### src/rtl/datapath_mc_pkg.sv
// Shared definitions for the datapath_mc multicycle datapath: FSM state
// encoding, RV32I opcode/funct3 values, next-PC and write-back select codes,
// ALU operation codes and the reset value of the instruction register.
package datapath_mc_pkg;

  typedef enum logic [2:0] {
    S_FETCH  = 3'd0,
    S_DECODE = 3'd1,
    S_EXEC   = 3'd2,
    S_MEM    = 3'd3,
    S_WB     = 3'd4,
    S_FAULT  = 3'd5
  } state_e;

  // Major opcodes (IR[6:0])
  localparam logic [6:0] OPC_LOAD   = 7'b0000011;
  localparam logic [6:0] OPC_OP_IMM = 7'b0010011;
  localparam logic [6:0] OPC_AUIPC  = 7'b0010111;
  localparam logic [6:0] OPC_STORE  = 7'b0100011;
  localparam logic [6:0] OPC_OP     = 7'b0110011;
  localparam logic [6:0] OPC_LUI    = 7'b0110111;
  localparam logic [6:0] OPC_BRANCH = 7'b1100011;
  localparam logic [6:0] OPC_JALR   = 7'b1100111;
  localparam logic [6:0] OPC_JAL    = 7'b1101111;

  // funct3 values that change immediate decoding (shift-immediates)
  localparam logic [2:0] F3_SLL = 3'b001;
  localparam logic [2:0] F3_SR  = 3'b101;

  // Next-PC select
  localparam logic [1:0] PC_PLUS4  = 2'b00;
  localparam logic [1:0] PC_BRANCH = 2'b01;
  localparam logic [1:0] PC_JAL    = 2'b10;
  localparam logic [1:0] PC_JALR   = 2'b11;

  // Write-back select
  localparam logic [1:0] WB_ALU = 2'b00;
  localparam logic [1:0] WB_MEM = 2'b01;
  localparam logic [1:0] WB_PC4 = 2'b10;
  localparam logic [1:0] WB_IMM = 2'b11;

  // ALU operations
  localparam logic [3:0] ALU_ADD  = 4'd0;
  localparam logic [3:0] ALU_SUB  = 4'd1;
  localparam logic [3:0] ALU_AND  = 4'd2;
  localparam logic [3:0] ALU_OR   = 4'd3;
  localparam logic [3:0] ALU_XOR  = 4'd4;
  localparam logic [3:0] ALU_SLL  = 4'd5;
  localparam logic [3:0] ALU_SRL  = 4'd6;
  localparam logic [3:0] ALU_SRA  = 4'd7;
  localparam logic [3:0] ALU_SLT  = 4'd8;
  localparam logic [3:0] ALU_SLTU = 4'd9;
  localparam logic [3:0] ALU_PASS = 4'd10;

  localparam logic [31:0] NOP_INSTR = 32'h00000013;  // addi x0,x0,0

endpackage

### src/rtl/datapath_mc_imm_gen.sv
// imm_gen: purely combinational immediate decoder.
// Ports:
//   i_ir  [31:0]     instruction word
//   o_imm [XLEN-1:0] immediate, sign-extended to XLEN. B- and J-type return
//                    the offset without its always-zero bit 0 (imm[12:1],
//                    imm[20:1]); the PC adder shifts it back.
module imm_gen
  import datapath_mc_pkg::*;
#(
  parameter int XLEN = 32
) (
  input  logic [31:0]     i_ir,
  output logic [XLEN-1:0] o_imm
);

  logic signed [11:0] w_imm_i;
  logic signed [11:0] w_imm_s;
  logic signed [11:0] w_imm_b;
  logic signed [31:0] w_imm_u;
  logic signed [19:0] w_imm_j;

  assign w_imm_i = i_ir[31:20];
  assign w_imm_s = {i_ir[31:25], i_ir[11:7]};
  assign w_imm_b = {i_ir[31], i_ir[7], i_ir[30:25], i_ir[11:8]};
  assign w_imm_u = {i_ir[31:12], 12'h000};
  assign w_imm_j = {i_ir[31], i_ir[19:12], i_ir[20], i_ir[30:21]};

  // Size casts of signed operands sign-extend to XLEN.
  always_comb begin
    o_imm = '0;
    case (i_ir[6:0])
      OPC_OP_IMM: begin
        if (i_ir[14:12] == F3_SLL || i_ir[14:12] == F3_SR)
          o_imm = XLEN'(i_ir[24:20]);
        else
          o_imm = XLEN'(w_imm_i);
      end
      OPC_LOAD, OPC_JALR: o_imm = XLEN'(w_imm_i);
      OPC_STORE:          o_imm = XLEN'(w_imm_s);
      OPC_BRANCH:         o_imm = XLEN'(w_imm_b);
      OPC_LUI, OPC_AUIPC: o_imm = XLEN'(w_imm_u);
      OPC_JAL:            o_imm = XLEN'(w_imm_j);
      default:            o_imm = '0;
    endcase
  end

endmodule

### src/rtl/datapath_mc.sv
// datapath_mc: multicycle RV32I-style datapath driven by an external control
// unit. FETCH -> DECODE -> EXEC -> [MEM] -> WB, with a sticky FAULT state
// entered when a data access is not acknowledged within MEM_TIMEOUT cycles.
// Ports:
//   clk, rst (async, active low)
//   instr/iValid/iReq        instruction fetch handshake; IR to control unit
//   ALUSrc, ALUCtrl, MemRead, MemWrite, RegWrite, WBSel, PCSel  control in
//   PC, Zero                 program counter, latched ALU zero flag
//   dReq/dWe/dAddress/dWriteData/dReadData/dAck  data memory port
//   WriteBackData            value written to rd
//   fault, busy              sticky timeout flag, not-in-FETCH indicator
module datapath_mc
  import datapath_mc_pkg::*;
#(
  parameter int              XLEN        = 32,
  parameter logic [XLEN-1:0] INITIAL_PC  = XLEN'(32'h00400000),
  parameter int              MEM_TIMEOUT = 15
) (
  input  logic            clk,
  input  logic            rst,
  input  logic [31:0]     instr,
  input  logic            iValid,
  output logic            iReq,
  output logic [31:0]     IR,
  input  logic            ALUSrc,
  input  logic [3:0]      ALUCtrl,
  input  logic            MemRead,
  input  logic            MemWrite,
  input  logic            RegWrite,
  input  logic [1:0]      WBSel,
  input  logic [1:0]      PCSel,
  output logic [XLEN-1:0] PC,
  output logic            Zero,
  output logic            dReq,
  output logic            dWe,
  output logic [XLEN-1:0] dAddress,
  output logic [XLEN-1:0] dWriteData,
  input  logic [XLEN-1:0] dReadData,
  input  logic            dAck,
  output logic [XLEN-1:0] WriteBackData,
  output logic            fault,
  output logic            busy
);

  localparam int TW  = $clog2(MEM_TIMEOUT + 1);
  localparam int SHW = $clog2(XLEN);

  state_e          r_state, w_state_next;
  logic            r_run;  // first clock after reset release seen
  logic [XLEN-1:0] r_pc, r_a, r_b, r_imm, r_alu_out, r_mdr;
  logic [31:0]     r_ir;
  logic            r_zero, r_fault;
  logic [TW-1:0]   r_tmo;
  logic [XLEN-1:0] r_rf [32];  // not reset

  logic [XLEN-1:0] w_imm, w_op2, w_alu_res, w_pc_plus4, w_pc_target, w_pc_next;
  logic [XLEN-1:0] w_rs1_val, w_rs2_val;
  logic [SHW-1:0]  w_shamt;
  logic            w_rf_we;

  imm_gen #(.XLEN(XLEN)) u_imm_gen (
    .i_ir  (r_ir),
    .o_imm (w_imm)
  );

  // Register file: x0 is never written and always reads as zero.
  assign w_rs1_val = (r_ir[19:15] == 5'd0) ? '0 : r_rf[r_ir[19:15]];
  assign w_rs2_val = (r_ir[24:20] == 5'd0) ? '0 : r_rf[r_ir[24:20]];
  assign w_rf_we   = (r_state == S_WB) && RegWrite && (r_ir[11:7] != 5'd0);

  always_ff @(posedge clk) begin
    if (w_rf_we) r_rf[r_ir[11:7]] <= WriteBackData;
  end

  // ALU
  assign w_op2   = ALUSrc ? r_imm : r_b;
  assign w_shamt = w_op2[SHW-1:0];

  always_comb begin
    w_alu_res = '0;
    case (ALUCtrl)
      ALU_ADD:  w_alu_res = r_a + w_op2;
      ALU_SUB:  w_alu_res = r_a - w_op2;
      ALU_AND:  w_alu_res = r_a & w_op2;
      ALU_OR:   w_alu_res = r_a | w_op2;
      ALU_XOR:  w_alu_res = r_a ^ w_op2;
      ALU_SLL:  w_alu_res = r_a << w_shamt;
      ALU_SRL:  w_alu_res = r_a >> w_shamt;
      ALU_SRA:  w_alu_res = $signed(r_a) >>> w_shamt;
      ALU_SLT:  w_alu_res = {{(XLEN-1){1'b0}}, ($signed(r_a) < $signed(w_op2))};
      ALU_SLTU: w_alu_res = {{(XLEN-1){1'b0}}, (r_a < w_op2)};
      ALU_PASS: w_alu_res = w_op2;
      default:  w_alu_res = '0;
    endcase
  end

  // Next PC and write-back value, both from the pre-update PC.
  assign w_pc_plus4  = r_pc + XLEN'(4);
  assign w_pc_target = r_pc + (r_imm << 1);

  always_comb begin
    w_pc_next = w_pc_plus4;
    case (PCSel)
      PC_PLUS4:  w_pc_next = w_pc_plus4;
      PC_BRANCH: w_pc_next = r_zero ? w_pc_target : w_pc_plus4;
      PC_JAL:    w_pc_next = w_pc_target;
      PC_JALR:   w_pc_next = r_alu_out & ~XLEN'(1);
      default:   w_pc_next = w_pc_plus4;
    endcase
  end

  always_comb begin
    WriteBackData = r_alu_out;
    case (WBSel)
      WB_ALU:  WriteBackData = r_alu_out;
      WB_MEM:  WriteBackData = r_mdr;
      WB_PC4:  WriteBackData = w_pc_plus4;
      WB_IMM:  WriteBackData = r_imm;
      default: WriteBackData = r_alu_out;
    endcase
  end

  // FSM next state
  always_comb begin
    w_state_next = r_state;
    case (r_state)
      S_FETCH:  if (r_run && iValid) w_state_next = S_DECODE;
      S_DECODE: w_state_next = S_EXEC;
      S_EXEC:   w_state_next = (MemRead || MemWrite) ? S_MEM : S_WB;
      S_MEM: begin
        if (dAck)                              w_state_next = S_WB;
        else if (r_tmo == TW'(MEM_TIMEOUT - 1)) w_state_next = S_FAULT;
      end
      S_WB:     w_state_next = S_FETCH;
      S_FAULT:  w_state_next = S_FAULT;
      default:  w_state_next = S_FETCH;
    endcase
  end

  // Strobes decode registered state only, so they cannot glitch. iReq is also
  // held off until the first clock after reset release.
  assign iReq       = r_run && (r_state == S_FETCH);
  assign dReq       = (r_state == S_MEM);
  assign dWe        = (r_state == S_MEM) && MemWrite;  // read+write acts as store
  assign dAddress   = r_alu_out;
  assign dWriteData = r_b;
  assign busy       = (r_state != S_FETCH);
  assign IR         = r_ir;
  assign PC         = r_pc;
  assign Zero       = r_zero;
  assign fault      = r_fault;

  always_ff @(posedge clk or negedge rst) begin
    if (!rst) begin
      r_state   <= S_FETCH;
      r_run     <= 1'b0;
      r_pc      <= INITIAL_PC;
      r_ir      <= NOP_INSTR;
      r_a       <= '0;
      r_b       <= '0;
      r_imm     <= '0;
      r_alu_out <= '0;
      r_mdr     <= '0;
      r_zero    <= 1'b0;
      r_fault   <= 1'b0;
      r_tmo     <= '0;
    end else begin
      r_state <= w_state_next;
      r_run   <= 1'b1;
      r_tmo   <= '0;
      case (r_state)
        S_FETCH:  if (r_run && iValid) r_ir <= instr;
        S_DECODE: begin
          r_a   <= w_rs1_val;
          r_b   <= w_rs2_val;
          r_imm <= w_imm;
        end
        S_EXEC: begin
          r_alu_out <= w_alu_res;
          r_zero    <= (w_alu_res == '0);
        end
        S_MEM: begin
          if (dAck) r_mdr <= dReadData;
          else      r_tmo <= r_tmo + TW'(1);
          if (w_state_next == S_FAULT) r_fault <= 1'b1;
        end
        S_WB:     r_pc <= w_pc_next;
        default: ;
      endcase
    end
  end

endmodule
### config.mk
export PLATFORM = sky130hd
export DESIGN_NAME = datapath_mc
export DESIGN_NICKNAME = d
export VERILOG_FILES = /design/src/rtl/datapath_mc_pkg.sv /design/src/rtl/datapath_mc_imm_gen.sv /design/src/rtl/datapath_mc.sv
export SDC_FILE = /design/constraint.sdc
export NUM_CORES = 2
export LEC_CHECK = 0
export CAP_MARGIN = 20
export CORE_ASPECT_RATIO = 1.2
export CORE_MARGIN = 2
export CORE_UTILIZATION = 35
export DETAILED_ROUTE_END_ITERATION = 7
export PLACE_DENSITY_LB_ADDON = 0.3
export SLEW_MARGIN = 20
export SYNTH_ARGS = -nofsm -noshare
export SYNTH_HDL_FRONTEND = slang
export SYNTH_SLANG_ARGS = --single-unit
### constraint.sdc
create_clock -name clk -period 13.7 [get_ports clk]
set_input_delay 2.74 -clock clk [delete_from_list [all_inputs] [get_ports clk]]
set_output_delay 2.74 -clock clk [all_outputs]
set_load 0.05 [all_outputs]
==> flow_metrics.env <==
export IMPL_wl_per_cell_um=36.6
export IMPL_power_density_mw_per_mm2=103
export IMPL_fin_util=0.406
export IMPL_fin_crit_sh=0.599
export IMPL_yosys_top_cells_count="edfxtp_1 (1024), mux4_2 (532), a21oi_1 (353)"
export IMPL_min_period_ns=8.20
export IMPL_rsz0062_at_grt="false"
export IMPL_grt_overflow=0
export IMPL_vias=50200
export IMPL_cp_data_arrival_time_ns=5.46
export IMPL_clk_latency_ns=0.85
export IMPL_ys_types=98
export IMPL_antenna_left=0
export IMPL_cts_sinks=1257
export IMPL_yosys_area_top_type="edfxtp_1"
export IMPL_cp_slowest_stage_delay_ns=1.00
export IMPL_port_buffer_count=244
export IMPL_die_height_um=490
export IMPL_ctsHoldBuffers=0
export IMPL_syn_inst=4911
export IMPL_status="finished, violations left"
export IMPL_drtPass1Iterations=8
export IMPL_tightestPinTransition_ns=1.16
export IMPL_drv_cap=0
export IMPL_syn_area_mm2=0.0690
export IMPL_cpLargestDelayFamily="simple AND/OR/NAND/NOR gates"
export IMPL_place_gp_congestion=1.04
export IMPL_layout_cells_non_filler=7836
export IMPL_viasPerCell=6.41
export IMPL_die_w_um=409
export IMPL_dr_first_iter_drc_count=6223
export IMPL_gr_usage_all_layers=0.280
export IMPL_floorplan_rows=178
export IMPL_crit_buf_inv=2
export IMPL_dieArea_mm2=0.201
export IMPL_clk_pin_slew_worst_paths_ns=0.06
export IMPL_postSynthAreaPerCell_um2=14.0
export IMPL_areaGrowthSynthToFinish_pct=15.4
export IMPL_start_kind="register"
export IMPL_routed_wl_um=287000
export IMPL_worstPathMaxFanout=33
export IMPL_async_flop_share=0.185
export IMPL_drc=10
export IMPL_skew_ns=0.0496
export IMPL_nNetsFinal=5329
export IMPL_path_cells="ha_1 > and3_1 > and3_1 > nand3_1 > nor2_1 > nand3_1 > xnor2_1 > mux4_2 > buf_4 > clkdlybuf4s50_1"
export IMPL_cts_tree="built"
export IMPL_grt_pass1_vias=49500
export IMPL_clock_path_buffers=3
export IMPL_final_hold_viol_count=0
export IMPL_grt_pass1_wl_um=397000
export IMPL_regArea_mm2=0.0366
export IMPL_fmax_ghz=0.122
export IMPL_netlist_area_leader_share=0.446
export IMPL_grt_max_degree=101
export IMPL_cts_resized=0
export IMPL_place_ws_ns=5.03
export IMPL_ys_warn_count=0
export IMPL_synth_seq_cells=1257
export IMPL_critical_path_class="register to primary output"
export IMPL_core_mm2=0.196
export IMPL_start_util=0.352
export IMPL_layout_drive_gt1_share=0.221
export IMPL_drv_slew=0
export IMPL_peakVddDrop_mv=0.123
export IMPL_cp_end_kind="primary output"
export IMPL_cts_root_buf="clkbuf_16"
export IMPL_dp_hpwl_um=189000
export IMPL_synthTopCellsByArea="edfxtp_1 (45%), mux4_2 (17%), dfrtp_1 (8.3%)"
export IMPL_hp_class="register to register"
export IMPL_ys_seq_area_frac=0.530
export IMPL_setup_viol=0
export IMPL_multi_input_area_mm2=0.0310
export IMPL_post_synth_top_count_cell="edfxtp_1"
export IMPL_critPathRequiredTime_ns=10.96
export IMPL_critPathSlowestCell="clkdlybuf4s50_1"
export IMPL_setup_slack_ns=5.50
export IMPL_p_leak_nw=26.4
export IMPL_dp_cells=7579
export IMPL_synth_edff_count=1024
export IMPL_post_cts_setup_buffer_count=0
export IMPL_antenna_found_initial=16
export IMPL_finalSetupTns_ns=0
export IMPL_ys_flop_type="edfxtp_1"
export IMPL_ios=246
export IMPL_n_fill_cell=18000
export IMPL_violations="design-rule violations"
export IMPL_cts_buffers=137
export IMPL_relSlewSlack=0.221
export IMPL_htree_levels=4
[routing by layer]
layer | vias up | wire length [um] | global-route usage
li1 | 20300 | - | -
met1 | 26300 | 109000 | 0.353
met2 | 2824 | 135000 | 0.448
met3 | 699 | 24100 | 0.0550
met4 | 10 | 19700 | 0.164
met5 | - | 80 | 0
[per-stage QoR]
stage                     hold slack, ns  total power (W)  instance area [um^2]
after detailed placement           0.463          0.00444                 75000
after global placement             0.458          0.00444                 75000
final                              0.484          0.00818                 79600
after CTS                          0.485          0.00824                 79600
after floorplan                    0.453          0.00432                 69100
after global routing               0.513          0.00838                 79600
[worst paths after layout]
kind | startpoint | endpoint | slack (ns) | cells after the start
worst max-delay path | PC[2] | WriteBackData[22] | 5.50 | 10
worst min-delay path | r_tmo[0] | r_tmo[0] | 0.48 | 1
worst max register to register | r_imm[0] | Zero | 7.93 | 15
worst min register to register | r_tmo[0] | r_tmo[0] | 0.48 | 1
max in group asynchronous | rst | IR[24] | 10.34 | 2
min in group asynchronous | rst | PC[24] | 1.83 | 1
[placed cells by master, fill, tap and decap left out, types with 26 or more instances in the layout]
cell,instances
buf_4,153
clkdlybuf4s50_1,240
nand3_1,43
a221oi_1,43
dfrtp_1,219
conb_1,34
o211ai_1,28
nand2_1,240
a21oi_1,352
edfxtp_1,1024
xnor2_1,40
o22ai_1,131
nor2_4,32
a211oi_1,32
mux2_2,160
mux4_2,532
o221ai_1,85
nor2_1,207
o21ai_0,229
inv_1,112
clkbuf_1,26
clkbuf_16,139
a31oi_1,28
a21o_1,38
nor3_1,76
mux2i_1,295
clkinv_1,30
ha_1,136
and3_1,26
[state kept, by name, summed over array words and instances, names as in the netlist]
name        cells
r_rf         1024
IR             32
dAddress       32
dWriteData     32
r_a            32
r_imm          32
r_mdr          32
PC             31
r_tmo           4
r_state         3
Zero            1
fault           1
r_run           1
[kinds of logic (layout without fill, tap and decap cells)]
family                     Yosys count  count (layout)  share of synthesized area
and+or+nand+nor                    784             784                     0.0531
adders and majority gates          139             139                     0.0255
xor gates and xnor gates            59              59                    0.00749
AOI/OAI and AO/OA                 1185            1185                      0.111
other                                2              36                   0.000109
muxes                              994             994                      0.244
buffers and inverters              491             772                     0.0278
DFF                               1257            1257                      0.530
[area by class of cell]
class	instances	share of cell area
Tap cell	2610	0.0410
Antenna cell	2	0.0000629
Inverter	115	0.00545
Multi-Input combinational cell	3195	0.389
Timing Repair Buffer	404	0.0466
Clock inverter	84	0.0125
Sequential cell	1257	0.460
Clock buffer	169	0.0456
[where the power goes]
group,switching [W],internal [W]
Clock,0.00167,0.00215
Sequential,0.00000400,0.00413
Combinational,0.000162,0.0000695
Total,0.00183,0.00635
No activity file was read; power rests on OpenSTA's default activity.
